`src/rtl/rvh_l1d_pkg.sv`:
```
// Shared L1D definitions: MSHR entry state encoding and default geometry.
package rvh_l1d_pkg;

   localparam int MSHR_N_DEFAULT           = 4;
   localparam int MSHR_LINE_ADDR_W_DEFAULT = 50;

   typedef enum logic [1:0] {
      MSHR_IDLE = 2'd0,
      MSHR_REQ  = 2'd1,
      MSHR_WAIT = 2'd2
   } mshr_state_e;

endpackage

```
`src/rtl/priority_encoder.sv`:
```
// Lowest-index-first priority encoder; idx is 0 when no request is set.
module priority_encoder #(
   parameter int N = 4,
   parameter int W = (N > 1) ? $clog2(N) : 1
) (
   input  logic [N-1:0] req,
   output logic         vld,
   output logic [W-1:0] idx
);

   // scan from the top so the lowest set bit wins
   always_comb begin
      vld = 1'b0;
      idx = '0;
      for (int i = N - 1; i >= 0; i--) begin
         vld = vld | req[i];
         idx = req[i] ? W'(i) : idx;
      end
   end

endmodule

```
`src/rtl/rvh_l1d_mshr_alloc.sv`:
```
// Free-entry selection and free-entry count from the per-entry busy vector.
module rvh_l1d_mshr_alloc #(
   parameter int N    = 4,
   parameter int ID_W = $clog2(N)
) (
   input  logic [N-1:0]  busy,
   output logic          any_free,
   output logic [ID_W-1:0] free_id,
   output logic [ID_W:0] free_num
);

   priority_encoder #(.N(N), .W(ID_W)) u_free_pe (
      .req (~busy),
      .vld (any_free),
      .idx (free_id)
   );

   // popcount of idle entries
   always_comb begin
      free_num = '0;
      for (int i = 0; i < N; i++) begin
         free_num = free_num + {{ID_W{1'b0}}, ~busy[i]};
      end
   end

endmodule

```
`src/rtl/rvh_l1d_mshr_file.sv`:
```
// L1D miss status holding registers: allocation, secondary-miss lookup,
// L2 refill request issue and refill completion tracking.
module rvh_l1d_mshr_file
   import rvh_l1d_pkg::*;
#(
   parameter int N_MSHR      = MSHR_N_DEFAULT,
   parameter int LINE_ADDR_W = MSHR_LINE_ADDR_W_DEFAULT,
   parameter int ID_W        = $clog2(N_MSHR)
) (
   input  logic                   clk,
   input  logic                   rst,
   input  logic                   alloc_vld_i,
   input  logic [LINE_ADDR_W-1:0] alloc_line_addr_i,
   output logic                   alloc_rdy_o,
   output logic [ID_W-1:0]        alloc_id_o,
   input  logic [LINE_ADDR_W-1:0] lookup_line_addr_i,
   output logic                   lookup_hit_o,
   output logic [ID_W-1:0]        lookup_hit_id_o,
   output logic                   l2_req_vld_o,
   input  logic                   l2_req_rdy_i,
   output logic [ID_W-1:0]        l2_req_id_o,
   output logic [LINE_ADDR_W-1:0] l2_req_line_addr_o,
   input  logic                   refill_done_vld_i,
   input  logic [ID_W-1:0]        refill_done_id_i,
   output logic [ID_W:0]          free_mshr_num_o
);

   mshr_state_e            state_r [N_MSHR];
   logic [N_MSHR-1:0]      valid_r;
   logic [LINE_ADDR_W-1:0] addr_r  [N_MSHR];
   logic                   lock_vld_r;
   logic [ID_W-1:0]        lock_id_r;

   logic [N_MSHR-1:0] busy_s;
   logic [N_MSHR-1:0] req_s;
   logic [N_MSHR-1:0] hit_vec_s;
   logic              alloc_match_s;
   logic              any_free_s;
   logic [ID_W-1:0]   pe_req_id_s;
   logic              alloc_fire_s;
   logic              l2_fire_s;

   // per-entry status vectors and address compares
   always_comb begin
      alloc_match_s = 1'b0;
      for (int i = 0; i < N_MSHR; i++) begin
         busy_s[i]     = (state_r[i] != MSHR_IDLE);
         req_s[i]      = (state_r[i] == MSHR_REQ);
         hit_vec_s[i]  = valid_r[i] & (addr_r[i] == lookup_line_addr_i);
         alloc_match_s = alloc_match_s | (valid_r[i] & (addr_r[i] == alloc_line_addr_i));
      end
   end

   rvh_l1d_mshr_alloc #(.N(N_MSHR), .ID_W(ID_W)) u_alloc (
      .busy     (busy_s),
      .any_free (any_free_s),
      .free_id  (alloc_id_o),
      .free_num (free_mshr_num_o)
   );

   priority_encoder #(.N(N_MSHR), .W(ID_W)) u_l2_pe (
      .req (req_s),
      .vld (l2_req_vld_o),
      .idx (pe_req_id_s)
   );

   priority_encoder #(.N(N_MSHR), .W(ID_W)) u_lookup_pe (
      .req (hit_vec_s),
      .vld (lookup_hit_o),
      .idx (lookup_hit_id_o)
   );

   // a stalled request stays pinned even if a lower entry enters REQ meanwhile
   assign l2_req_id_o        = lock_vld_r ? lock_id_r : pe_req_id_s;
   assign l2_req_line_addr_o = addr_r[l2_req_id_o];
   assign alloc_rdy_o        = any_free_s & ~alloc_match_s;
   assign alloc_fire_s       = alloc_vld_i & alloc_rdy_o;
   assign l2_fire_s          = l2_req_vld_o & l2_req_rdy_i;

   // request lock: remember the presented entry while the L2 stalls
   always_ff @(posedge clk or negedge rst) begin
      if (!rst) begin
         lock_vld_r <= 1'b0;
         lock_id_r  <= '0;
      end else begin
         lock_vld_r <= l2_req_vld_o & ~l2_req_rdy_i;
         lock_id_r  <= l2_req_id_o;
      end
   end

   // entry state machines; alloc only targets IDLE entries so arms never collide
   always_ff @(posedge clk or negedge rst) begin
      if (!rst) begin
         valid_r <= '0;
         for (int i = 0; i < N_MSHR; i++) begin
            state_r[i] <= MSHR_IDLE;
            addr_r[i]  <= '0;
         end
      end else begin
         for (int i = 0; i < N_MSHR; i++) begin
            if (alloc_fire_s && (alloc_id_o == ID_W'(i))) begin
               state_r[i] <= MSHR_REQ;
               valid_r[i] <= 1'b1;
               addr_r[i]  <= alloc_line_addr_i;
            end else if (l2_fire_s && (l2_req_id_o == ID_W'(i))) begin
               state_r[i] <= MSHR_WAIT;
            end else if (refill_done_vld_i && (refill_done_id_i == ID_W'(i)) &&
                         (state_r[i] == MSHR_WAIT)) begin
               state_r[i] <= MSHR_IDLE;
               valid_r[i] <= 1'b0;
            end else begin
               state_r[i] <= state_r[i];
            end
         end
      end
   end

endmodule
```
`config.mk`:
```
export PLATFORM = sky130hd
export DESIGN_NAME = rvh_l1d_mshr_file
export DESIGN_NICKNAME = d
export VERILOG_FILES = /design/src/rtl/rvh_l1d_pkg.sv /design/src/rtl/priority_encoder.sv /design/src/rtl/rvh_l1d_mshr_alloc.sv /design/src/rtl/rvh_l1d_mshr_file.sv
export SDC_FILE = /design/constraint.sdc
export NUM_CORES = 1
export LEC_CHECK = 0
export ABC_AREA = 0
export CORE_AREA = 5 5 237 239
export CTS_CLUSTER_DIAMETER = 30
export DETAILED_ROUTE_END_ITERATION = 8
export DIE_AREA = 0 0 242 244
export PLACE_DENSITY = 0.52
export SYNTH_ARGS = -nofsm -noshare
export SYNTH_HDL_FRONTEND = slang
export SYNTH_SLANG_ARGS = --single-unit
export TNS_END_PERCENT = 30
```
`constraint.sdc`:
```
create_clock -name clk -period 3.4 [get_ports clk]
set_input_delay 0.68 -clock clk [delete_from_list [all_inputs] [get_ports clk]]
set_output_delay 0.68 -clock clk [all_outputs]
set_load 0.01 [all_outputs]
```
==> results.ini, run 1 <==
[synthesis]
async_reset_ff_frac = 1.00
synth_seq_cells = 215
ranking_of_synthesized_cells_by_instance_count = 289 x xnor2_1, 215 x dfrtp_1, 163 x mux2_4, 84 x xor2_1, 81 x nand4_1
post_synth_mux_area_share = 0.267
yosys.area.top_type_share = 0.361
dominant_synthesized_flop_cell = dfrtp_1
synthesis.area_per_instance_um2 = 12.2
synth_top_area_cell = dfrtp_1
synthMostInstantiatedCell = xnor2_1
distinct_cell_type_count_after_synthesis = 47
synth_compound_area_frac = 0.0244
synth_fa_ha_area_frac = 0.00302
main_combinational_cell_family_by_area_after_synthesis = multiplexers
synth_area_um2 = 14900
post_synth_and_or_nand_nor_area_fraction = 0.0794
synth_enable_flop_cells = 0
ys_warn_count = 0
synthCells = 1222
postSynthNetCount = 1332
synth-xor-area-share = 0.219
synth.top_cells.by_area = dfrtp_1 36%, xnor2_1 17%, mux2_4 16%
synth.yosys.seq_area_share = 0.361

[cts]
clk_root_buffer_cell = clkbuf_16
cts_hold_buffers = 0
clk_pin_slew_worst_paths_ns = 0.04
cts_inserted_buffers = 67
clock_tree.htree_level_count = 3
ctsLongestPathBuffers = 3
cts_sinks = 215
clk_latency_ns = 0.58
cts_tree = yes

[power_and_ir_drop]
power_density_nw_per_um2 = 1180
power_leakage_nw = 10.2
int_power_mw = 16.6
ir_drop_v = 0.000459
net-switching-power_mw = 10.8
power_frac_comb = 0.550
clkPwrFrac = 0.227
pwr-share-seq = 0.222
swShare = 0.394

[critical_path]
critical_path.startpoint = addr_r[195]
reg2reg_setup_slack_ns = 0.52
r2r-end = addr_r[168]
critical_path.reg2reg.startpoint = addr_r[30]
crit_required_ns = 2.72
critical_path_fanouts_max = 4
reg2regPathDepth = 10
critical_path.endpoint = lookup_hit_id_o[0]
crit_path_start_kind = register
worstSetupEndpointType = output port
cp.arrival_ns = 3.01
crit_path_category = register to output port

[run]
drv.max_cap_violation_count = 0

[detailed_routing]
detailroute.via_count = 12300
first_iteration_detailed_routing_drc_count = 888
drt_pre_antenna_iters = 5
detail_route.vias_per_cell = 4.97
ant_nets = 0
postRouteWirelength_um = 71500
drc = 0
detail_route.wl_per_cell_um = 28.9

[placed_design]
post-place-cells = 2316
dp_area_um2 = 19600
post-dp-hpwl_um = 56200
gp_congestion = 1.04
io_buffer_count = 168

[timing]
worst_slew_pin_slew_ns = 0.736
period_share = 1.08
final_period_minus_worst_setup_slack_ns = 3.69
final.setup_skew_ns = 0.0229
postLayoutSetupSlackWorst_ns = -0.288
maxSlewViolCount = 0
worst_slew_margin = 0.509
number_of_setup_violations_in_the_final_report = 3
unrepaired_setup_endpoints_after_global_routing = yes
final_worst_hold_slack_ns = 0.127
hold_viol = 0
fmax_mhz = 271

[global_route]
grtUsageTotal = 0.235
grt_antenna_before_repair = 0
wire_length_of_the_first_global_routing_pass_um = 100000
global_route.overflow_total = 0
grt_pass1_vias = 13100
grt_max_degree = 79

[finish]
stdcell_area_um2 = 23200
instances_no_fill = 2469
layout-area-overhead-vs-synth_pct = 55.3
finish.utilization = 0.432
finish.net_count = 1835
count_of_antenna_diodes_in_the_layout = 0
post_route_cells_drive_above_1_share = 0.491

[outcome]
run_status = complete, but fails checks
violations = negative setup slack

[floorplan]
num_io_pins = 169
design.core.area_um2 = 53600
die_area_um2 = 59000
die_width_um = 242
die-height_um = 244
rows = 85
start_util = 0.278

[worst_hold_path]
timing.hold.worst.class = input port to async pin

metrics by stage:
step | setup WS (ns) | TNS, ns | power (mW)
after global routing | -0.288 | -0.867 | 28.3
after floorplan | 0.332 | 0 | 12.5
after CTS | -0.277 | -1.63 | 27.0
final | -0.288 | -0.753 | 27.4
after global placement | -1.04 | -107.56 | 20.0
after detailed placement | -1.05 | -102.11 | 20.0
registers in the layout, summed over array words and instances (netlist names):
register    count
addr_r        200
lock_id_r       2
lock_vld_r      1
state_r         8
valid_r         4
worst min-delay path by stage:
stage	from	endpoint	depth (start not counted)
detailed placement	state_r[6]	state_r[6]	1
floorplan	rst	addr_r[0]	0
global placement	state_r[6]	state_r[6]	1
CTS	rst	addr_r[93]	1
global route	rst	addr_r[145]	1
finish	rst	addr_r[45]	1
cell usage in the layout, fill, tap and decap left out, types with 23 or more instances in the layout:
master and instances:
buf_6 53, xnor2_2 38, dlymetal6s2s_1 48, dfrtp_1 207
buf_4 318, clkdlybuf4s50_1 32, xor2_1 74, inv_1 24
clkbuf_16 72, buf_2 23, dlygate4sd2_1 31, mux2_4 163
mux4_2 50, nand4_1 81, xnor2_1 246
layout make-up:
class                   instances  area, um^2
clock buffers                  94        1990
clock inverters                23         282
fillers                      5082       30400
inverters                      26         103
multi-input cells             873        9600
flip-flops and latches        215        5390
well taps                     696         871
repair buffers                542        4920
worst max-delay path: stages, from the launching register on:
cell and delay (ns):
dfrtp_2 0.46, xnor2_2 0.23, nand4_1 0.28, nor4_2 0.41, nand3_4 0.12, nor4_4 0.37, buf_4 0.20, buf_6 0.09
o21ba_4 0.14, buf_6 0.11
power groups by stage:
stage	clock (mW)	combinational, mW	sequential [mW]
detailed placement	0	14.1	5.91
floorplan	0	7.30	5.24
finish	6.23	15.1	6.09
global placement	0	14.2	5.86
global route	6.48	15.6	6.26
CTS	6.32	14.8	5.93
per-layer routing:
| layer | up-vias | share of wire | GRT usage |
|---|---|---|---|
| met4 | 0 | 0.042 | 0.0873 |
| met5 | - | 0 | 0 |
| met2 | 434 | 0.46 | 0.375 |
| met3 | 113 | 0.054 | 0.0425 |
| met1 | 6372 | 0.45 | 0.322 |
| li1 | 5357 | - | - |
cells by family after synthesis:
kind of cell | count (synthesis)
xor+xnor | 373
flops | 215
simple gates | 201
compound gates | 46
buf+inv | 134
mux | 250
fa+ha+maj | 3
repair_timing:
action                                  CTS  global route
setup buffers                            19            17
cloned                                    4             1
gates resized for setup                 313           150
pin swaps                                27            59
endpoints found under the setup margin   57            59
Note: power is estimated with default switching activity, not from simulation.
==> run 2, diff against run 1 <==
--- a/config.mk
+++ b/config.mk
@@ -6,11 +6,12 @@
 export NUM_CORES = 1
 export LEC_CHECK = 0
 export ABC_AREA = 0
-export CORE_AREA = 5 5 237 239
+export CORE_AREA = 5 5 242 126
+export CTS_BUF_LIST = sky130_fd_sc_hd__clkbuf_8
 export CTS_CLUSTER_DIAMETER = 30
 export DETAILED_ROUTE_END_ITERATION = 8
-export DIE_AREA = 0 0 242 244
-export PLACE_DENSITY = 0.52
+export DIE_AREA = 0 0 247 131
+export PLACE_DENSITY = 0.83
 export SYNTH_ARGS = -nofsm -noshare
 export SYNTH_HDL_FRONTEND = slang
 export SYNTH_SLANG_ARGS = --single-unit
==> run 2 against run 1 <==
  * The flow still finishes with violations (negative setup slack)
  * Via count is 13% higher
  * Count of clock-buffer cells in the layout is 46 lower
  * Critical path depth stayed put
  * Critical path type unchanged
  * Flip-flop and latch count stayed put
  * Largest cell class unchanged
  * Clock skew is 0.0021 ns lower
==> results.ini, run 2 (same netlist as run 1, synthesis figures left out) <==
[outcome]
run_status = complete, but fails checks
violations = negative setup slack

[power_and_ir_drop]
power_leakage_nw = 9.37  ; -7.9%
ir_drop_v = 0.000865  ; +88%
power_density_nw_per_um2 = 1180  ; +0.11%

[timing]
hold_viol = 0  ; unchanged
final_period_minus_worst_setup_slack_ns = 3.74  ; +0.0488 ns
period_share = 1.10  ; +0.0144
fmax_mhz = 268  ; -1.3%
number_of_setup_violations_in_the_final_report = 28  ; +25
unrepaired_setup_endpoints_after_global_routing = yes
maxSlewViolCount = 0  ; unchanged
final.setup_skew_ns = 0.0208  ; -0.00214 ns
timing.setup.tns_ns = -2.56  ; -1.81 ns
worst_slew_margin = 0.520  ; +0.0105
postLayoutSetupSlackWorst_ns = -0.337  ; -0.0488 ns
worst_slew_pin_slew_ns = 0.721  ; -0.0157 ns

[floorplan]
start_util = 0.526  ; +0.248
num_io_pins = 169  ; unchanged
die-height_um = 131  ; -46%
design.core.area_um2 = 28400  ; -47%
die_width_um = 247  ; +2.1%
rows = 44  ; -48%
die_area_um2 = 32400  ; -45%

[finish]
layout_top_registers = addr_r x200, state_r x8, valid_r x4
mostFrequentLayoutCell = buf_4
leading_cell_types_in_the_layout_fill_and_taps_excluded = 335 x buf_4, 255 x xnor2_1, 213 x dfrtp_1
layout-area-overhead-vs-synth_pct = 42.9
post_route_cells_drive_above_1_share = 0.477  ; -0.0134
finish.net_count = 1826  ; -0.49%
count_of_antenna_diodes_in_the_layout = 0  ; unchanged
stdcell_area_um2 = 21300  ; -8.0%
finish.utilization = 0.752  ; +0.320
largest_register_by_flop_count = addr_r
largest_reg_flops = 200  ; unchanged
fillerInstances = 1763  ; -65%

[detailed_routing]
postRouteWirelength_um = 76400  ; +6.9%
drc = 0  ; unchanged
first_iteration_detailed_routing_drc_count = 2203  ; +150%
drt_pre_antenna_iters = 5  ; unchanged
detail_route.wl_per_cell_um = 35.8  ; +24%
detail_route.vias_per_cell = 6.50  ; +31%
detailroute.via_count = 13900  ; +13%
ant_nets = 0  ; unchanged

[cts]
ctsLongestPathBuffers = 3  ; unchanged
clock_tree.htree_level_count = 2  ; -1
cts_sinks = 215  ; unchanged
cts_tree = yes
clk_latency_ns = 0.57  ; about the same
cts_inserted_buffers = 38  ; -43%
clk_pin_slew_worst_paths_ns = 0.07  ; +0.03 ns
clk_root_buffer_cell = clkbuf_8
cts_hold_buffers = 0  ; unchanged

[global_route]
grt_antenna_before_repair = 5  ; +5
global_route.overflow_total = 0  ; unchanged
grtUsageTotal = 0.454  ; +0.218
wire_length_of_the_first_global_routing_pass_um = 102000  ; +2.1%
grt_pass1_vias = 13300  ; +1.7%
grt_max_degree = 77  ; -2.5%

[critical_path]
crit_path_category = register to output port
crit_required_ns = 2.72  ; about the same
critical_path.reg2reg.startpoint = addr_r[180]
cp.arrival_ns = 3.06  ; +0.05 ns
critical_path_fanouts_max = 3  ; -1
crit_path_start_kind = register
worstSetupEndpointType = output port
critical_path.startpoint = addr_r[54]

[worst_hold_path]
timing.hold.worst.class = input port to async pin

[placed_design]
io_buffer_count = 168  ; unchanged
dp_area_um2 = 19300  ; -1.7%
gp_congestion = 1.15  ; +10%
post-dp-hpwl_um = 55500  ; -1.2%

[run]
drv.max_cap_violation_count = 0  ; unchanged

-- run 2: final cells by class --
class	instances	area [um^2]	share of cell area
multi-input combinational	873	9420	0.442
sequential	215	5380	0.252
timing repair buffer	562	5110	0.240
clock buffer	48	661	0.0310
tap	391	489	0.0229
clock inverter	19	151	0.00710
inverter	26	103	0.00481
-- run 2: critical path: stages, from the launching register on --
cell,delay [ns]
dfrtp_1,0.44
xnor2_2,0.33
buf_4,0.18
nand4_1,0.12
or4_1,0.44
nor4_2,0.22
nand4_1,0.23
buf_4,0.21
a211oi_2,0.17
buf_2,0.16
-- run 2: final timing paths --
path / cells after the start / slack, ns / to
setup / recovery: 9 / -0.34 / lookup_hit_id_o[1]
hold / removal: 1 / 0.15 / addr_r[184]
setup reg to reg: 12 / 0.29 / addr_r[116]
hold reg to reg: 1 / 0.59 / state_r[6]
max in group asynchronous: 2 / 2.34 / state_r[5]
min in group clk: 3 / 0.58 / addr_r[32]
-- run 2: what timing repair did --
item | in CTS | in global routing
endpoints found under the setup margin | 59 | 59
resized for setup | 328 | 95
hold endpoints to repair | 0 | 0
buffers inserted | 31 | 19
gates cloned | 5 | 2
pin swaps | 21 | 24
-- run 2: routing by layer --
metal  wire length (um)  part of all wire  vias up  track usage
li1                   -                 -     5314            -
met1              30800              0.40     6969        0.669
met2              29300              0.38     1289        0.608
met3              13200              0.17      284        0.201
met4               3010             0.039       10        0.109
met5                 58           0.00076        -            0
-- run 2: metrics by stage --
step                      cells  setup slack, ns  power [mW]  hold slack (ns)
final                      2134           -0.337        25.2            0.149
after global routing       2134           -0.360        25.6            0.207
after CTS                  2116           -0.347        23.6            0.179
after detailed placement   2013           -0.977        19.8            0.505
after global placement     2013           -0.927        19.5            0.491
after floorplan            1222            0.332        12.5            0.384
-- run 2: power breakdown --
group / switching, mW / internal [mW] / total [mW]
registers: 2.49 / 3.86 / 6.35
logic: 7.62 / 8.58 / 16.2
clock network: 1.25 / 1.44 / 2.69
total: 11.4 / 13.9 / 25.2
==> run 3, diff against run 2 <==
--- a/config.mk
+++ b/config.mk
@@ -12,6 +12,7 @@
 export DETAILED_ROUTE_END_ITERATION = 8
 export DIE_AREA = 0 0 247 131
 export PLACE_DENSITY = 0.83
+export SLEW_MARGIN = 20
 export SYNTH_ARGS = -nofsm -noshare
 export SYNTH_HDL_FRONTEND = slang
 export SYNTH_SLANG_ARGS = --single-unit
==> results of run 3 <==
Same layout as run 2: the final DEF is identical, and so are final timing and power.
